<file path="config.mk">
export PLATFORM = sky130hd
export DESIGN_NAME = risc_control_fsm
export DESIGN_NICKNAME = d
export VERILOG_FILES = /design/src/rtl/risc_pkg.sv /design/src/rtl/risc_control_fsm.sv
export SDC_FILE = /design/constraint.sdc
export NUM_CORES = 1
export LEC_CHECK = 0
export CAP_MARGIN = 20
export CORE_MARGIN = 10
export CORE_UTILIZATION = 35
export CTS_CLUSTER_DIAMETER = 200
export CTS_CLUSTER_SIZE = 16
export DETAILED_ROUTE_END_ITERATION = 12
export PLACE_DENSITY_LB_ADDON = 0.2
export SLEW_MARGIN = 15
export SYNTH_ARGS = -nofsm -noshare
export SYNTH_HDL_FRONTEND = slang
export SYNTH_SLANG_ARGS = --single-unit
</file>
<file path="constraint.sdc">
create_clock -name clk -period 1.75 [get_ports clk]
set_input_delay 0.35 -clock clk [delete_from_list [all_inputs] [get_ports clk]]
set_output_delay 0.35 -clock clk [all_outputs]
set_load 0.02 [all_outputs]
</file>
<file path="src/rtl/risc_pkg.sv">
// rtl/risc_pkg.sv - shared state, opcode and strobe encodings for the RISC control FSM
package risc_pkg;

  typedef enum logic [4:0] {
    S_RST, S_IF1, S_IF2, S_UPC, S_DEC, S_MOVI, S_GETA, S_GETB, S_ALU,
    S_WB, S_ADDR, S_LADDR, S_RD1, S_RD2, S_SGETD, S_SALU, S_SWR, S_HALT
  } state_t;

  localparam logic [2:0] OPC_MOV = 3'b110;
  localparam logic [2:0] OPC_ALU = 3'b101;
  localparam logic [2:0] OPC_LDR = 3'b011;
  localparam logic [2:0] OPC_STR = 3'b100;
  localparam logic [2:0] OPC_HLT = 3'b111;

  localparam logic [1:0] OP_MOVR = 2'b00;
  localparam logic [1:0] OP_MOVI = 2'b10;
  localparam logic [1:0] OP_CMP  = 2'b01;
  localparam logic [1:0] OP_MVN  = 2'b11;
  localparam logic [1:0] OP_MEM  = 2'b00;

  localparam logic [2:0] NSEL_RM = 3'b001;
  localparam logic [2:0] NSEL_RD = 3'b010;
  localparam logic [2:0] NSEL_RN = 3'b100;

  localparam logic [1:0] VSEL_C     = 2'b00;
  localparam logic [1:0] VSEL_PC    = 2'b01;
  localparam logic [1:0] VSEL_IMM8  = 2'b10;
  localparam logic [1:0] VSEL_MDATA = 2'b11;

  localparam logic [1:0] MEM_NONE  = 2'b00;
  localparam logic [1:0] MEM_READ  = 2'b01;
  localparam logic [1:0] MEM_WRITE = 2'b10;

endpackage

</file>
<file path="src/rtl/risc_control_fsm.sv">
// rtl/risc_control_fsm.sv - multi-cycle Moore control FSM sequencing fetch/decode/execute/writeback
module risc_control_fsm
  import risc_pkg::*;
#(
  parameter bit UNDEF_IS_NOP = 1'b1
) (
  input  logic       clk,
  input  logic       reset,
  input  logic [2:0] opcode,
  input  logic [1:0] op,
  output logic [2:0] nsel,
  output logic [1:0] vsel,
  output logic       write,
  output logic       loada,
  output logic       loadb,
  output logic       loadc,
  output logic       loads,
  output logic       asel,
  output logic       bsel,
  output logic       load_ir,
  output logic       load_pc,
  output logic       reset_pc,
  output logic       addr_sel,
  output logic       load_addr,
  output logic [1:0] mem_cmd,
  output logic       halted
);

  state_t state, state_nx;
  // Remembers LDR vs STR past S_GETA so S_LADDR can branch without looking at opcode.
  logic   is_str;

  always_ff @(posedge clk) begin
    if (reset) begin
      state  <= S_RST;
      is_str <= 1'b0;
    end else begin
      state <= state_nx;
      if (state == S_GETA) is_str <= (opcode == OPC_STR);
    end
  end

  always_comb begin
    state_nx = state;
    case (state)
      S_RST: state_nx = S_IF1;
      S_IF1: state_nx = S_IF2;
      S_IF2: state_nx = S_UPC;
      S_UPC: state_nx = S_DEC;
      S_DEC: begin
        state_nx = UNDEF_IS_NOP ? S_IF1 : S_HALT;
        case (opcode)
          OPC_MOV: begin
            if (op == OP_MOVI)      state_nx = S_MOVI;
            else if (op == OP_MOVR) state_nx = S_GETB;
          end
          OPC_ALU: state_nx = (op == OP_MVN) ? S_GETB : S_GETA;
          OPC_LDR: if (op == OP_MEM) state_nx = S_GETA;
          OPC_STR: if (op == OP_MEM) state_nx = S_GETA;
          OPC_HLT: state_nx = S_HALT;
          default: ;
        endcase
      end
      S_GETA:  state_nx = (opcode == OPC_ALU) ? S_GETB : S_ADDR;
      S_GETB:  state_nx = S_ALU;
      S_ALU:   state_nx = (opcode == OPC_ALU && op == OP_CMP) ? S_IF1 : S_WB;
      S_ADDR:  state_nx = S_LADDR;
      S_LADDR: state_nx = is_str ? S_SGETD : S_RD1;
      S_RD1:   state_nx = S_RD2;
      S_SGETD: state_nx = S_SALU;
      S_SALU:  state_nx = S_SWR;
      S_MOVI, S_WB, S_RD2, S_SWR: state_nx = S_IF1;
      S_HALT:  state_nx = S_HALT;
      default: state_nx = S_RST;
    endcase
  end

  always_comb begin
    nsel      = 3'b000;
    vsel      = VSEL_C;
    write     = 1'b0;
    loada     = 1'b0;
    loadb     = 1'b0;
    loadc     = 1'b0;
    loads     = 1'b0;
    asel      = 1'b0;
    bsel      = 1'b0;
    load_ir   = 1'b0;
    load_pc   = 1'b0;
    reset_pc  = 1'b0;
    addr_sel  = 1'b0;
    load_addr = 1'b0;
    mem_cmd   = MEM_NONE;
    halted    = 1'b0;
    case (state)
      S_RST: begin
        reset_pc = 1'b1;
        load_pc  = 1'b1;
      end
      S_IF1: begin
        addr_sel = 1'b1;
        mem_cmd  = MEM_READ;
      end
      S_IF2: begin
        addr_sel = 1'b1;
        mem_cmd  = MEM_READ;
        load_ir  = 1'b1;
      end
      S_UPC: load_pc = 1'b1;
      S_MOVI: begin
        nsel  = NSEL_RN;
        vsel  = VSEL_IMM8;
        write = 1'b1;
      end
      S_GETA: begin
        nsel  = NSEL_RN;
        loada = 1'b1;
      end
      S_GETB: begin
        nsel  = NSEL_RM;
        loadb = 1'b1;
      end
      S_ALU: begin
        loadc = 1'b1;
        // Register moves pass B through the ALU by zeroing A.
        asel  = (opcode == OPC_MOV) || (opcode == OPC_ALU && op == OP_MVN);
        loads = (opcode == OPC_ALU && op == OP_CMP);
      end
      S_WB: begin
        nsel  = NSEL_RD;
        vsel  = VSEL_C;
        write = 1'b1;
      end
      S_ADDR: begin
        bsel  = 1'b1;
        loadc = 1'b1;
      end
      S_LADDR: load_addr = 1'b1;
      S_RD1:   mem_cmd = MEM_READ;
      S_RD2: begin
        mem_cmd = MEM_READ;
        nsel    = NSEL_RD;
        vsel    = VSEL_MDATA;
        write   = 1'b1;
      end
      S_SGETD: begin
        nsel  = NSEL_RD;
        loadb = 1'b1;
      end
      S_SALU: begin
        asel  = 1'b1;
        loadc = 1'b1;
      end
      S_SWR:  mem_cmd = MEM_WRITE;
      S_HALT: halted = 1'b1;
      default: ;
    endcase
  end

endmodule

</file>
==> impl_metrics.csv <==
group,metric,value,unit
run_status,outcome,"finished, final reports clean",
sta,period_share,0.972,
global_routing,grt.overflow.total,0,
sta,tns,0,ns
hold_path,worstHoldPathType,"reg2reg",
logic_synthesis,syn_inst,114,
route,wire_per_inst,14.9,µm
clock_network,cts_tree,"done",
global_routing,grt_antenna_before_repair,0,
logic_synthesis,synth_nets,121,
floorplanning,coreArea,1980,µm²
floorplanning,dieArea,4360,µm²
clock_network,numClockSinks,6,
route,drc_errors,0,
flow_run,drv_cap,0,
route,via_count,1023,
power,intPower,0.391,mW
sta,max_freq,0.588,GHz
setup_path,worstPathArrival,1.35,ns
sta,final_hold_viol_count,0,
logic_synthesis,synth-seq-cells,6,
sta,final_max_slew_viol_count,0,
setup_path,endpoint_kind,"output port",
cells_and_area,antenna_cells,0,
clock_network,cts-buffers-inserted,3,
clock_network,clk_latency,0.25,ns
global_routing,grt_first_pass_wirelength,4.60,mm
setup_path,r2r-end,"state[2]",
sta,final.setup_skew,0.00112,ns
route,first_pass_iters,4,
setup_path,path_class,"reg2out",
power,sequentialPowerShare,0.242,
setup_path,cp_max_fo,7,
power,combPwrFrac,0.553,
sta,setup_viol,0,
sta,max_slew.worst_pin.slew,0.400,ns
placement,place.port_buffers,26,
clock_network,htree_levels,1,
power,powerDensity,519,nW/µm²
logic_synthesis,avgSynthCellArea,6.51,µm²
clock_network,holdBufCountCts,0,
logic_synthesis,synth_edf_count,0,
logic_synthesis,synthFlopType,"dfxtp_1",
route,drtAntennaViolNets,0,
global_routing,grt_use_total,0.128,
logic_synthesis,syn_area,742,µm²
hold_path,hold_end,"is_str",
sta,rsz0062_at_grt,"true",
placement,place.detailed.hpwl,2.10,mm
route,routed_wirelength,2.82,mm
cells_and_area,final_nets,171,
setup_path,reg2reg_depth,5,
logic_synthesis,synth.distinct_cells,40,
power,power_switching,0.255,mW
setup_path,reg2reg_slack,0.26,ns
logic_synthesis,yosys_warnings,0,
cells_and_area,drive_gt1_frac,0.488,
global_routing,grt_pass1_vias,1019,
hold_path,worstHoldStart,"is_str",
hold_path,hold_path_depth,2,
floorplanning,die_width,66.0,µm
setup_path,r2r_start,"state[2]",
route,drt_iter0_markers,41,
placement,finalWeightedCongestion,0.831,
route,vias_per_cell,5.41,
logic_synthesis,async_reset_ff_frac,0,
clock_network,clkSlewWorstSetupHoldPaths,0.05,ns
logic_synthesis,ys_seq_area_frac,0.162,
floorplanning,start_util,0.374,
power,clockPowerShare,0.205,
power,switching_share,0.395,
power,totalPowerFinal,0.646,mW
clock_network,cts_buffer_depth,2,
sta,relSlewSlack,0.727,
cells_and_area,area_growth,67.8,%
global_routing,grt_max_degree,13,
floorplanning,die_h,66.0,µm
clock_network,cts_root_buffer,"clkbuf_4",
setup_path,cp-start-kind,"flip-flop",
floorplanning,io_pins,27,
power,power_leakage,0.531,nW
power,ir_worst_vdd,0.331,mV
setup_path,critical_path_required,1.40,ns
sta,min_period,1.70,ns
floorplanning,num_rows,16,
-- cell usage after synthesis (2+ instances only) --
cell	number	area (µm²)
nand2_1	9	33.8
nor3_1	10	50.1
nand2b_1	4	25.0
o22ai_1	2	12.5
inv_1	3	11.3
nand3b_1	3	22.5
buf_2	7	35.0
or3b_1	2	17.5
nor2_1	16	60.1
nand4_1	2	12.5
nand3_1	4	20.0
nor3b_1	2	15.0
dfxtp_1	6	120
a21oi_1	12	60.1
nor2b_1	3	18.8
clkbuf_1	3	11.3
o21ai_0	2	10.0
or2_2	2	12.5
-- layout make-up --
cell class / count / area [µm²]
Timing Repair Buffer: 55 / 422
Sequential cell: 6 / 128
Fill cell: 193 / 737
Multi-Input combinational cell: 95 / 628
Clock buffer: 3 / 22.5
Inverter: 3 / 11.3
Tap cell: 27 / 33.8
-- worst max-delay path by stage --
| stage | startpoint | endpoint | cells after the start |
|---|---|---|---|
| after floorplan | state[0] | vsel[0] | 4 |
| after global placement | op[1] | asel | 6 |
| after detailed placement | op[0] | asel | 6 |
| after CTS | state[2] | loada | 3 |
| after global routing | state[2] | mem_cmd[0] | 5 |
| final | state[2] | mem_cmd[1] | 3 |
-- placed cells by master, fill, tap and decap left out, types with 2 or more instances in the layout --
master / Yosys / final
a21oi_1: 12 / 11
buf_2: 7 / 7
buf_4: 0 / 34
buf_6: 0 / 2
clkbuf_2: 0 / 4
clkbuf_4: 0 / 3
clkdlybuf4s15_1: 0 / 3
dfxtp_1: 6 / 2
dfxtp_2: 0 / 3
dlygate4sd2_1: 0 / 2
inv_1: 3 / 3
nand2_1: 9 / 9
nand2b_2: 0 / 3
nand3_1: 4 / 4
nand3b_1: 3 / 3
nand4_1: 2 / 2
nor2_1: 16 / 13
nor2_2: 0 / 3
nor2b_2: 0 / 2
nor3_1: 10 / 4
nor3_2: 0 / 6
o21ai_0: 2 / 2
o22ai_1: 2 / 2
or2_2: 2 / 2
or3b_1: 2 / 2
-- logic make-up (layout without fill, tap and decap cells) --
| family | Yosys count | after routing | synth area share |
|---|---|---|---|
| multiplexers | 1 | 1 | 0.0135 |
| AO/OA/AOI/OAI | 29 | 29 | 0.258 |
| flip-flops | 6 | 6 | 0.162 |
| XOR/XNOR | 1 | 1 | 0.0118 |
| AND/OR/NAND/NOR | 64 | 64 | 0.477 |
| buffers and inverters | 13 | 61 | 0.0776 |
-- critical path, stage by stage (launching register included) --
cell and delay, ns:
dfxtp_4 0.36, or3b_1 0.43, nor3_2 0.12, buf_2 0.19
-- through the flow --
stage / setup WS [ns] / hold slack [ns] / utilization / instance area [µm²] / instances
2_1_floorplan: -0.00148 / 0.419 / - / 747 / 114
3_3_place_gp: -0.546 / 0.464 / 0.610 / 1210 / 184
3_5_place_dp: -0.596 / 0.476 / 0.610 / 1210 / 184
4_1_cts: 0.00508 / 0.485 / 0.610 / 1210 / 188
5_1_grt: -0.0123 / 0.546 / 0.628 / 1240 / 189
6_report: 0.0483 / 0.482 / 0.628 / 1240 / 189
-- routing by layer --
metal  share of wire  global-route usage  vias to the layer above
li1                -                   -                      511
met3           0.057              0.0305                        7
met2            0.50               0.229                       25
met5               0                   0                        -
met1            0.43               0.143                      480
met4           0.013              0.0445                        0
-- registers in the layout (all words and copies together), names as in the netlist --
signal and cells:
is_str 1, state 5
-- timing repair --
action                     in CTS  in global routing
setup buffers                   1                  1
setup endpoints to repair      20                 18
gates resized for setup        90                 32
pin swaps                       4                  1
-- power by group through the flow --
| stage | Combinational [mW] | Sequential (mW) | Clock, mW |
|---|---|---|---|
| 6_report | 0.357 | 0.156 | 0.132 |
| 4_1_cts | 0.329 | 0.156 | 0.131 |
| 3_5_place_dp | 0.349 | 0.157 | 0 |
| 5_1_grt | 0.387 | 0.157 | 0.143 |
| 3_3_place_gp | 0.344 | 0.157 | 0 |
| 2_1_floorplan | 0.189 | 0.152 | 0 |
Note: power is estimated with default switching activity, not from simulation.
